### src/rtl/alu_arb_pkg.sv
// alu_arb_pkg: shared widths, requester indices, ALU opcodes and the round-robin pick
package alu_arb_pkg;
    localparam int WIDTH  = 16;
    localparam int OPW    = 3;
    localparam int NREQ   = 2;
    localparam int REQ_DP = 0;
    localparam int REQ_BR = 1;
    localparam logic [OPW-1:0] ALU_ADD = 3'd0;
    localparam logic [OPW-1:0] ALU_SUB = 3'd1;
    localparam logic [OPW-1:0] ALU_AND = 3'd2;
    localparam logic [OPW-1:0] ALU_OR  = 3'd3;
    localparam logic [OPW-1:0] ALU_XOR = 3'd4;
    localparam logic [OPW-1:0] ALU_SLT = 3'd5;
    localparam logic [OPW-1:0] ALU_SHL = 3'd6;
    localparam logic [OPW-1:0] ALU_SHR = 3'd7;
    // On a tie the requester that did not win last time goes first
    function automatic logic [NREQ-1:0] rr_pick(input logic [NREQ-1:0] qual, input logic last);
        return (qual == 2'b11) ? (last ? 2'b01 : 2'b10) : qual;
    endfunction
endpackage

### src/rtl/alu_arb_rsp_slot.sv
// alu_arb_rsp_slot: per-requester in-flight flag and 1-entry result hold
module alu_arb_rsp_slot import alu_arb_pkg::*; #(
    parameter int W = alu_arb_pkg::WIDTH
) (
    input  logic         clk_i,
    input  logic         rst_ni,
    input  logic         issue_i,
    input  logic         rsp_ready_i,
    input  logic [W-1:0] alu_out_i,
    input  logic         alu_altb_i,
    output logic         rsp_valid_o,
    output logic [W-1:0] rsp_data_o,
    output logic         rsp_altb_o,
    output logic         elig_o
);
    logic         inflight_q, hold_valid_q, hold_altb_q;
    logic [W-1:0] hold_data_q;
    logic         capture, hold_valid_d;
    assign capture      = inflight_q & ~rsp_ready_i;
    assign hold_valid_d = hold_valid_q ? ~rsp_ready_i : capture;
    always_ff @(posedge clk_i or negedge rst_ni) begin
        if (!rst_ni) begin
            inflight_q   <= 1'b0;
            hold_valid_q <= 1'b0;
            hold_altb_q  <= 1'b0;
            hold_data_q  <= '0;
        end else begin
            inflight_q   <= issue_i;
            hold_valid_q <= hold_valid_d;
            if (capture) begin
                hold_data_q <= alu_out_i;
                hold_altb_q <= alu_altb_i;
            end
        end
    end
    assign rsp_valid_o = hold_valid_q | inflight_q;
    assign rsp_data_o  = hold_valid_q ? hold_data_q : alu_out_i;
    assign rsp_altb_o  = hold_valid_q ? hold_altb_q : alu_altb_i;
    assign elig_o      = ~hold_valid_q & ~capture;
endmodule

### src/rtl/alu_arbiter.sv
// alu_arbiter: round-robin sharing of one registered ALU between the datapath
// and the branch-address unit, with results routed back one cycle later
module alu_arbiter import alu_arb_pkg::*; #(
    parameter int W = alu_arb_pkg::WIDTH,
    parameter int O = alu_arb_pkg::OPW
) (
    input  logic           clk,
    input  logic           rst_n,
    input  logic [1:0]     req_valid,
    output logic [1:0]     req_ready,
    input  logic [2*W-1:0] req_a,
    input  logic [2*W-1:0] req_b,
    input  logic [2*W-1:0] req_imm,
    input  logic [1:0]     req_alusrc,
    input  logic [2*O-1:0] req_op,
    output logic [1:0]     rsp_valid,
    input  logic [1:0]     rsp_ready,
    output logic [2*W-1:0] rsp_data,
    output logic [1:0]     rsp_altb,
    output logic [W-1:0]   alu_a,
    output logic [W-1:0]   alu_b,
    output logic [W-1:0]   alu_imm,
    output logic           alu_src,
    output logic [O-1:0]   alu_op,
    input  logic [W-1:0]   alu_out,
    input  logic           alu_altb
);
    logic [1:0] elig, qual, grant;
    logic       last_q, last_d, sel;
    // Gating with rst_n keeps req_ready low for the whole reset assertion
    assign qual      = req_valid & elig & {2{rst_n}};
    assign grant     = rr_pick(qual, last_q);
    assign req_ready = grant;
    assign sel       = grant[REQ_BR];
    assign last_d    = |grant ? sel : last_q;
    always_ff @(posedge clk or negedge rst_n) begin
        if (!rst_n) last_q <= 1'b1;
        else        last_q <= last_d;
    end
    always_comb begin
        alu_a   = '0;
        alu_b   = '0;
        alu_imm = '0;
        alu_src = 1'b0;
        alu_op  = '0;
        if (|grant) begin
            alu_a   = sel ? req_a[REQ_BR*W +: W]   : req_a[REQ_DP*W +: W];
            alu_b   = sel ? req_b[REQ_BR*W +: W]   : req_b[REQ_DP*W +: W];
            alu_imm = sel ? req_imm[REQ_BR*W +: W] : req_imm[REQ_DP*W +: W];
            alu_src = sel ? req_alusrc[REQ_BR]     : req_alusrc[REQ_DP];
            alu_op  = sel ? req_op[REQ_BR*O +: O]  : req_op[REQ_DP*O +: O];
        end
    end
    for (genvar i = 0; i < NREQ; i++) begin : g_slot
        alu_arb_rsp_slot #(.W(W)) u_slot (
            .clk_i       (clk),
            .rst_ni      (rst_n),
            .issue_i     (grant[i]),
            .rsp_ready_i (rsp_ready[i]),
            .alu_out_i   (alu_out),
            .alu_altb_i  (alu_altb),
            .rsp_valid_o (rsp_valid[i]),
            .rsp_data_o  (rsp_data[i*W +: W]),
            .rsp_altb_o  (rsp_altb[i]),
            .elig_o      (elig[i])
        );
    end
endmodule
### config.mk
export PLATFORM = sky130hd
export DESIGN_NAME = alu_arbiter
export DESIGN_NICKNAME = d
export VERILOG_FILES = /design/src/rtl/alu_arb_pkg.sv /design/src/rtl/alu_arb_rsp_slot.sv /design/src/rtl/alu_arbiter.sv
export SDC_FILE = /design/constraint.sdc
export NUM_CORES = 1
export LEC_CHECK = 0
export CORE_AREA = 4 4 94 96
export CTS_CLUSTER_DIAMETER = 200
export DETAILED_ROUTE_END_ITERATION = 10
export DIE_AREA = 0 0 98 100
export PLACE_DENSITY = 0.93
export SKIP_CTS_REPAIR_TIMING = 1
export SYNTH_ARGS = -nofsm -noshare
export SYNTH_HDL_FRONTEND = slang
export SYNTH_HIERARCHICAL = 1
export SYNTH_SLANG_ARGS = --single-unit
### constraint.sdc
create_clock -name clk -period 2.8 [get_ports clk]
set_input_delay 0.42 -clock clk [delete_from_list [all_inputs] [get_ports clk]]
set_output_delay 0.42 -clock clk [all_outputs]
set_load 0.02 [all_outputs]
* Yosys cells after proc, flatten, opt, wreduce, memory -nomap -nowiden *
Index checks and enable logic that the tools add are counted.

word-level totals
  memories = 0
  bits in writable memories = 0
  memory bits (read-only) = 0
  output and inout bits = 90
  input bits = 127
  latch bits = 0
  word-level logic and storage cells = 43
  bits in registers = 39

operators by class
  eq/ne operators = 1
  bitwise gates (word level) = 14
  div/mod/pow operators = 0
  $add $sub $neg = 0
  muxes and demuxes = 18
  shifts and indexed selects = 0
  multiply operators = 0
  $lt $le $gt $ge = 0
  reduce and logical (&&, ||, !) cells = 1

operators with widths
  operator                                    number
  16-bit 2-to-1 mux                           8
  1-bit 2-to-1 mux                            6
  3-bit 2-to-1 mux                            2
  1-bit NOT                                   6
  1-bit AND                                   4
  2-bit AND                                   2
  2-bit 2-to-1 mux                            2
  2-bit equality test, second input constant  1
  1-bit OR                                    2
  2-bit OR reduction                          1

* Depth between registers and ports, before layout *
Gate-level depths: netlist of the first run.

  depth after elaboration = 10
  gate-level depth with buffers = 8
  gate-level depth less buffers = 5

* By module *
Netlist of the first run, hierarchy kept.

modules (own cells, without submodules)
  module            area an instance (sq um)  cells an instance  instances  sequential area each (sq um)
  alu_arb_rsp_slot  969.7                     61                 2          475.5
  alu_arbiter       668.1                     70                 1          26.3

* Worst setup path after synthesis of the first run *
No wires, ideal clock.

  kind = in2out
  from = input port rsp_ready[0]
  to = output port alu_imm[10]
  stages = 8
  data required time = 2.380 ns
  arrival time = 1.926 ns
  path buffers = 3
  slack = 0.454 ns
  cell sequence = nand2b_4 > buf_6 > buf_12 > nor2b_1 > nand3_2 > a31oi_4 > buf_6 > a22o_1

between the ends
  cells in the longest elaborated chain, start to end = 10
  elaborated cells on any way between the ends = 11

ends and longest elaborated chain
  item                       RTL line                RTL
  start, declared            alu_arbiter.sv:17       input logic [1:0] rsp_ready,
  1-bit NOT *                alu_arb_rsp_slot.sv:19  assign capture = inflight_q & ~rsp_ready_i;
  1-bit AND *                alu_arb_rsp_slot.sv:19
  1-bit NOT *                alu_arb_rsp_slot.sv:39  assign elig_o = ~hold_valid_q & ~capture;
  1-bit AND *                alu_arb_rsp_slot.sv:39
  via elig[0]                alu_arbiter.sv:28       logic [1:0] elig, qual, grant;
  2-bit AND * (2 in series)  alu_arbiter.sv:31       assign qual = req_valid & elig & {2{rst_n}};
  2-bit equality test        alu_arb_pkg.sv:18       return (qual == 2'b11) ? (last ? 2'b01 : 2'b10) : qual;
  2-bit 2-to-1 mux *         alu_arb_pkg.sv:18
  via req_ready[0]           alu_arbiter.sv:10       output logic [1:0] req_ready,
  2-bit OR reduction *       alu_arbiter.sv:46       if (|grant) begin
  16-bit 2-to-1 mux *        alu_arbiter.sv:46
  end, declared              alu_arbiter.sv:22       output logic [W-1:0] alu_imm,

Mark *: on every way through the listed nets, which the timed path passes. The rest lies on a longest branch.

* Worst setup path after layout of the first run *
  from = input port rsp_ready[1]
  to = output port alu_imm[2]

between the ends
  cells in the longest elaborated chain, start to end = 10
  elaborated cells on any way between the ends = 11

ends and longest elaborated chain
  item                                                     RTL line
  1-bit NOT *                                              alu_arb_rsp_slot.sv:19
  1-bit AND *                                              alu_arb_rsp_slot.sv:19
  1-bit NOT *                                              alu_arb_rsp_slot.sv:39
  1-bit AND *                                              alu_arb_rsp_slot.sv:39
  via elig[1]                                              alu_arbiter.sv:28
  2-bit AND * (2 in series)                                alu_arbiter.sv:31
  2-bit equality test                                      alu_arb_pkg.sv:18
  2-bit 2-to-1 mux *                                       alu_arb_pkg.sv:18
  16-bit 2-to-1 mux or 2-bit OR reduction (tied branches)  alu_arbiter.sv:49, alu_arbiter.sv:46
  16-bit 2-to-1 mux *                                      alu_arbiter.sv:46

Marked as above.

==> results.sh, run 1 <==
export IMPL_drt_wl_total_mm=10.11
export IMPL_cts_buffer_depth=2
export IMPL_initial_core_util=0.3239
export IMPL_area_growth_pct=94.87
export IMPL_preCtsSetupSlack_ns=-0.2340
export IMPL_die_h_um=100
export IMPL_insertion_delay_ns=0.28
export IMPL_yosys_area_top_type="dfrtp_1"
export IMPL_synth_area_mm2=0.002608
export IMPL_num_antenna_cells=0
export IMPL_dpl_cell_area_mm2=0.004843
export IMPL_drc=0
export IMPL_synth_warnings=6
export IMPL_cts_sinks=39
export IMPL_worst_pin_slew_ns=0.4784
export IMPL_cp_end_kind="primary output"
export IMPL_critPathMaxStageDelay_ns=0.48
export IMPL_cap_violations=0
export IMPL_synthTopCellsByCount="mux2_2 (50), a22o_1 (49), dfrtp_1 (38)"
export IMPL_synthCells=192
export IMPL_antenna_found_initial=0
export IMPL_synth_most_common_cell="mux2_2"
export IMPL_hp_class="in -> async"
export IMPL_rrSetupSlack_ns=1.50
export IMPL_die_area_mm2=0.009800
export IMPL_synth_top_area_frac=0.3647
export IMPL_die_w_um=98
export IMPL_rows=33
export IMPL_grt_max_degree=39
export IMPL_place_hpwl_mm=7.894
export IMPL_fin_tns_setup_ns=0
export IMPL_cts_max_level=2
export IMPL_synth_area_per_cell_um2=13.58
export IMPL_finish_instance_area_mm2=0.005081
export IMPL_rr_worst_depth=5
export IMPL_max_slew_margin_rel=0.6811
export IMPL_crit_type="in -> out"
export IMPL_core_mm2=0.008051
export IMPL_crit_reg2reg_capture="g_slot[0].u_slot/inflight_q"
export IMPL_ioPinCount=217
export IMPL_status="finished clean"
export IMPL_fmax_mhz=367.7
export IMPL_fin_skew_ns=0.008366
export IMPL_dr_pass1_iters=4
export IMPL_final_hold_violation_count=0
export IMPL_cp_max_fo=30
export IMPL_finalCritPeriodShare=0.9712
export IMPL_synth_seq_cells=39
export IMPL_reg2reg_from="g_slot[0].u_slot/inflight_q"
export IMPL_ir_drop_mv=0.3018
export IMPL_finalMaxSlewViolations=0
export IMPL_arrival_ns=2.30
export IMPL_synth_fp_nets=319
export IMPL_slowest_stage="clkdlybuf4s50_1"
export IMPL_portBuffers=216
export IMPL_wl_per_cell_um=19.55
export IMPL_leakagePower_uw=0.002855
export IMPL_grt_pass1_vias=2830
export IMPL_crit_path_start_kind="input port"
export IMPL_cts_tree="done"
export IMPL_synth_main_ff_cell="dfrtp_1"
export IMPL_clockRootBuffer="clkbuf_8"
export IMPL_drt_vias_per_instance=4.886
export IMPL_grt_usage=0.1903
export IMPL_num_vias=2526
export IMPL_ys_top_cells_by_area="dfrtp_1 (36%), mux2_2 (22%), a22o_1 (16%), mux2_4 (10%), buf_6 (5.2%)"
export IMPL_synthArstFlopShare=1.000
export IMPL_drtIter0Drc=56
export IMPL_power_density_mw_per_mm2=492.4
export IMPL_clk_pin_slew_ns=0.08
export IMPL_fin_nets=538
export IMPL_place_congestion=0.7731
export IMPL_min_period_ns=2.719
export IMPL_ys_seq_area_frac=0.3748
export IMPL_setup_violations=0
export IMPL_synth_cell_types=20
export IMPL_worstPathRequired_ns=2.38
export IMPL_gr_total_overflow=0
export IMPL_synth_edf_count=0
export IMPL_cts_buffers=5
export IMPL_path_cells="clkdlybuf4s50_1 > nand2b_4 > nor2b_1 > nand3_1 > a31oi_4 > buf_4 > buf_12 > a22o_1 > dlymetal6s2s_1"
export IMPL_nFillCells=633
export IMPL_worst_slack_ns=0.08070
export IMPL_ant_nets=0
export IMPL_drive_gt1_frac=0.2573
export IMPL_grt_pass1_wl_mm=14.84
[metrics by stage]
stage	total power [µW]	cells	hold slack (ns)	util
floorplan	1485	192	0.1244	-
global placement	2014	508	0.4252	0.6016
detailed placement	2053	508	0.4293	0.6016
CTS	2548	516	0.1186	0.6162
global route	2634	517	0.1132	0.6311
finish	2502	517	0.1189	0.6311
[logic make-up after synthesis]
| family | count (synthesis) | share of synthesized area |
|---|---|---|
| muxes | 68 | 0.3196 |
| AOI/OAI and AO/OA | 55 | 0.1943 |
| DFF | 39 | 0.3748 |
| buffers and inverters | 19 | 0.07821 |
| and+or+nand+nor | 11 | 0.03310 |
[worst max-delay path, delay by kind of cell]
| kind | cells | cell delay [ns] |
|---|---|---|
| buf+inv | 4 | 1.05 |
| simple gates | 3 | 0.44 |
| compound gates | 2 | 0.37 |
[layout by cell type (no fill, tap or decap)]
cell type,count
clkbuf_2,3
dfstp_2,1
dfrtp_1,38
clkbuf_8,6
clkinv_2,1
nand3_1,1
a22o_1,49
clkdlybuf4s50_1,161
buf_12,4
mux2_4,18
or2_2,2
nand2b_4,2
nand3_2,1
o21ai_0,1
nor2b_1,2
a22o_2,3
buf_4,10
nand2_1,1
a31oi_4,2
bufinv_16,1
buf_2,1
and2b_1,2
dlymetal6s2s_1,51
inv_2,1
mux2_2,50
[where the power goes]
group	internal [µW]	total [µW]	switching [µW]
Sequential	742	838	95.4
Combinational	707	1190	480
Clock	288	478	190
Total	1740	2500	765
[layout make-up]
type,instances,area [µm²],area share
timing repair buffer,230,2425,0.4772
multi-input combinational,134,1426,0.2807
sequential,39,977.2,0.1923
tap,105,131.4,0.02586
clock buffer,6,82.58,0.01625
clock inverter,2,35.03,0.006895
inverter,1,3.754,0.0007387
[per-layer routing]
metal / track usage / vias up / part of all wire
met3: 0.04031 / 8 / 0.057
met2: 0.3565 / 103 / 0.54
li1: - / 1185 / -
met1: 0.2208 / 1230 / 0.39
met5: 0 / - / 0
met4: 0.04686 / 0 / 0.013
[worst max path at each step]
stage	from	to	cells past startpoint
after floorplan	rsp_ready[0]	alu_imm[10]	8
after global placement	rsp_ready[0]	alu_op[0]	8
after detailed placement	rsp_ready[1]	alu_op[0]	8
after CTS	rsp_ready[1]	alu_op[0]	8
after global routing	rsp_ready[1]	alu_a[13]	9
final	rsp_ready[1]	alu_imm[2]	9
[state kept, by name (all words and copies together), names as in the netlist]
register	count
g_slot.u_slot/inflight_q	2
last_q	1
g_slot.u_slot/hold_valid_q	2
g_slot.u_slot/hold_data_q	32
g_slot.u_slot/hold_altb_q	2
(Power assumes the default switching activity.)
==> inputs of run 2 (changes only) <==
==> constraint.sdc (replaced) <==
create_clock -name clk -period 2.8 [get_ports clk]
set_input_delay 0.42 -clock clk [delete_from_list [all_inputs] [get_ports clk]]
set_output_delay 0.42 -clock clk [all_outputs]
set_load 0.005 [all_outputs]
==> run 2 against run 1 <==
The flow now finishes with violations (negative setup slack); non-clock buffer count grew 6; count of clock-buffer cells in the layout did not move; clock skew down 0.0012 ns; wire length is 0.23% higher.
==> results.sh, run 2 (same netlist as run 1, synthesis figures left out) <==
export IMPL_status="complete, but fails checks"
export IMPL_violations="negative setup slack"
export IMPL_ir_drop_mv=0.2787
export IMPL_preCtsSetupSlack_ns=-0.1290
export IMPL_fmax_mhz=348.8
export IMPL_p_comb_frac=0.446
export IMPL_switching_share=0.2565
export IMPL_crit_top_cell="clkdlybuf4s50_1"
export IMPL_die_area_mm2=0.009800
export IMPL_max_slew_margin_rel=0.6833
export IMPL_share_seq_of_total_power=0.352
export IMPL_dr_pass1_iters=4
export IMPL_finalMaxSlewViolations=0
export IMPL_crit_buf_inv=4
export IMPL_crit_type="in -> out"
export IMPL_rows=33
export IMPL_fin_cells=523
export IMPL_rsz0062_at_grt="yes"
export IMPL_p_clk_frac=0.202
export IMPL_place_hpwl_mm=7.786
export IMPL_holdWs_ns=0.1277
export IMPL_setup_violations=34
export IMPL_placedCellCount=507
export IMPL_final_hold_violation_count=0
export IMPL_min_period_ns=2.867
export IMPL_portBuffers=216
export IMPL_die_w_um=98
export IMPL_clk_pin_slew_ns=0.08
export IMPL_clockRootBuffer="clkbuf_8"
export IMPL_cp_max_fo=12
export IMPL_cap_violations=0
export IMPL_path_cells="clkdlybuf4s50_1 > nand2b_4 > nor2b_4 > nand3_2 > a31oi_4 > buf_4 > buf_12 > a22o_1 > clkdlybuf4s50_1"
export IMPL_worstPathRequired_ns=2.38
export IMPL_num_antenna_cells=0
export IMPL_fin_tns_setup_ns=-1.271
export IMPL_cts_sinks=39
export IMPL_crit_path_start_kind="input port"
export IMPL_initial_core_util=0.3239
export IMPL_worst_slack_ns=-0.06688
export IMPL_critPathMaxStageDelay_ns=0.51
export IMPL_fin_skew_ns=0.007177
export IMPL_grt_max_degree=39
export IMPL_antenna_found_initial=0
export IMPL_drt_wl_total_mm=10.13
export IMPL_grt_pass1_wl_mm=14.86
export IMPL_nFillCells=620
export IMPL_cts_tree="done"
export IMPL_power_density_mw_per_mm2=464.2
export IMPL_grt_pass1_vias=2752
export IMPL_insertion_delay_ns=0.28
export IMPL_final_cell_mix="clkdlybuf4s50_1 (197), mux2_2 (50), a22o_1 (49)"
export IMPL_drt_vias_per_instance=4.824
export IMPL_gr_total_overflow=0
export IMPL_leakagePower_uw=0.002403
export IMPL_num_vias=2523
export IMPL_internal_power_uw=1772
export IMPL_drtIter0Drc=51
export IMPL_cts_max_level=2
export IMPL_fin_nets=544
export IMPL_cp_top_family="buffers and inverters"
export IMPL_arrival_ns=2.45
export IMPL_core_mm2=0.008051
export IMPL_worst_pin_slew_ns=0.4750
export IMPL_top_register="g_slot.u_slot/hold_data_q"
export IMPL_cts_buffer_depth=2
export IMPL_cp_end_kind="primary output"
export IMPL_ant_nets=0
export IMPL_ioPinCount=217
export IMPL_place_congestion=0.7751
export IMPL_drc=0
export IMPL_power_switching_uw=611.5
export IMPL_finalCritPeriodShare=1.024
export IMPL_largest_reg_flops=32
export IMPL_drive_gt1_frac=0.2679
export IMPL_area_growth_pct=96.93
export IMPL_wl_per_cell_um=19.37
export IMPL_multi_input_comb_area_mm2=0.001446
export IMPL_hp_class="in -> async"
export IMPL_grt_usage=0.1890
export IMPL_seq_area_um2=977.2
export IMPL_final_common_cell="clkdlybuf4s50_1"
export IMPL_die_h_um=100
export IMPL_cts_buffers=5
export IMPL_slowest_stage="clkdlybuf4s50_1"
run 2: cell types whose count changed in the layout (fill, tap and decap cells not counted):
cell | previous run | this run
clkbuf_16 | 0 | 3
nor2b_1 | 2 | 0
nand3_2 | 1 | 2
clkdlybuf4s50_1 | 161 | 197
dlymetal6s2s_1 | 51 | 18
nand3_1 | 1 | 0
buf_4 | 10 | 12
buf_6 | 0 | 1
clkbuf_2 | 3 | 0
nor2b_4 | 0 | 2
run 2: worst reg2reg max path: cells and delay by family (launching register included):
| kind | cells | cell delay (ns) |
|---|---|---|
| DFF | 1 | 0.41 |
| buffers and inverters | 2 | 0.33 |
| AOI/OAI and AO/OA | 1 | 0.19 |
| and+or+nand+nor | 3 | 0.33 |
run 2: worst paths after layout:
kind / startpoint / depth (start not counted) / endpoint / slack (ns)
worst max-delay path: rsp_ready[0] / 9 / alu_a[1] / -0.07
worst min-delay path: rst_n / 1 / last_q / 0.13
worst max register to register: g_slot[0].u_slot/inflight_q / 6 / g_slot[0].u_slot/inflight_q / 1.47
worst min register to register: g_slot[0].u_slot/hold_data_q[15] / 1 / g_slot[0].u_slot/hold_data_q[15] / 0.51
max in group asynchronous: rst_n / 2 / g_slot[0].u_slot/hold_data_q[1] / 2.18
min in group clk: rst_n / 3 / last_q / 0.46
run 2: per-stage QoR:
step,utilization,total power [µW],instance area [µm²]
final,0.6378,2384,5135
after global routing,0.6378,2511,5135
after CTS,0.6152,2374,4954
after detailed placement,0.6006,1882,4836
after global placement,0.6006,1846,4836
after floorplan,-,1307,2608
run 2: power groups by stage:
stage	sequential (µW)	combinational [µW]	clock [µW]
after floorplan	813	494	0
after global routing	859	1130	519
final	839	1060	482
after detailed placement	847	1030	0
after global placement	834	1010	0
after CTS	838	1040	493
run 2: per-layer routing:
layer	part of all wire	vias up	GRT usage	routed length (µm)
met5	0	-	0	0
li1	-	1188	-	-
met4	0.0089	0	0.03727	90
met1	0.39	1232	0.2235	3979
met2	0.54	95	0.3503	5465
met3	0.059	8	0.04448	593
run 2: layout make-up:
class,count,share of cell area
Timing Repair Buffer,236,0.4788
Multi-Input combinational cell,134,0.2817
Sequential cell,39,0.1903
Tap cell,105,0.02558
Clock buffer,6,0.01608
Clock inverter,2,0.006823
Inverter,1,0.0007310
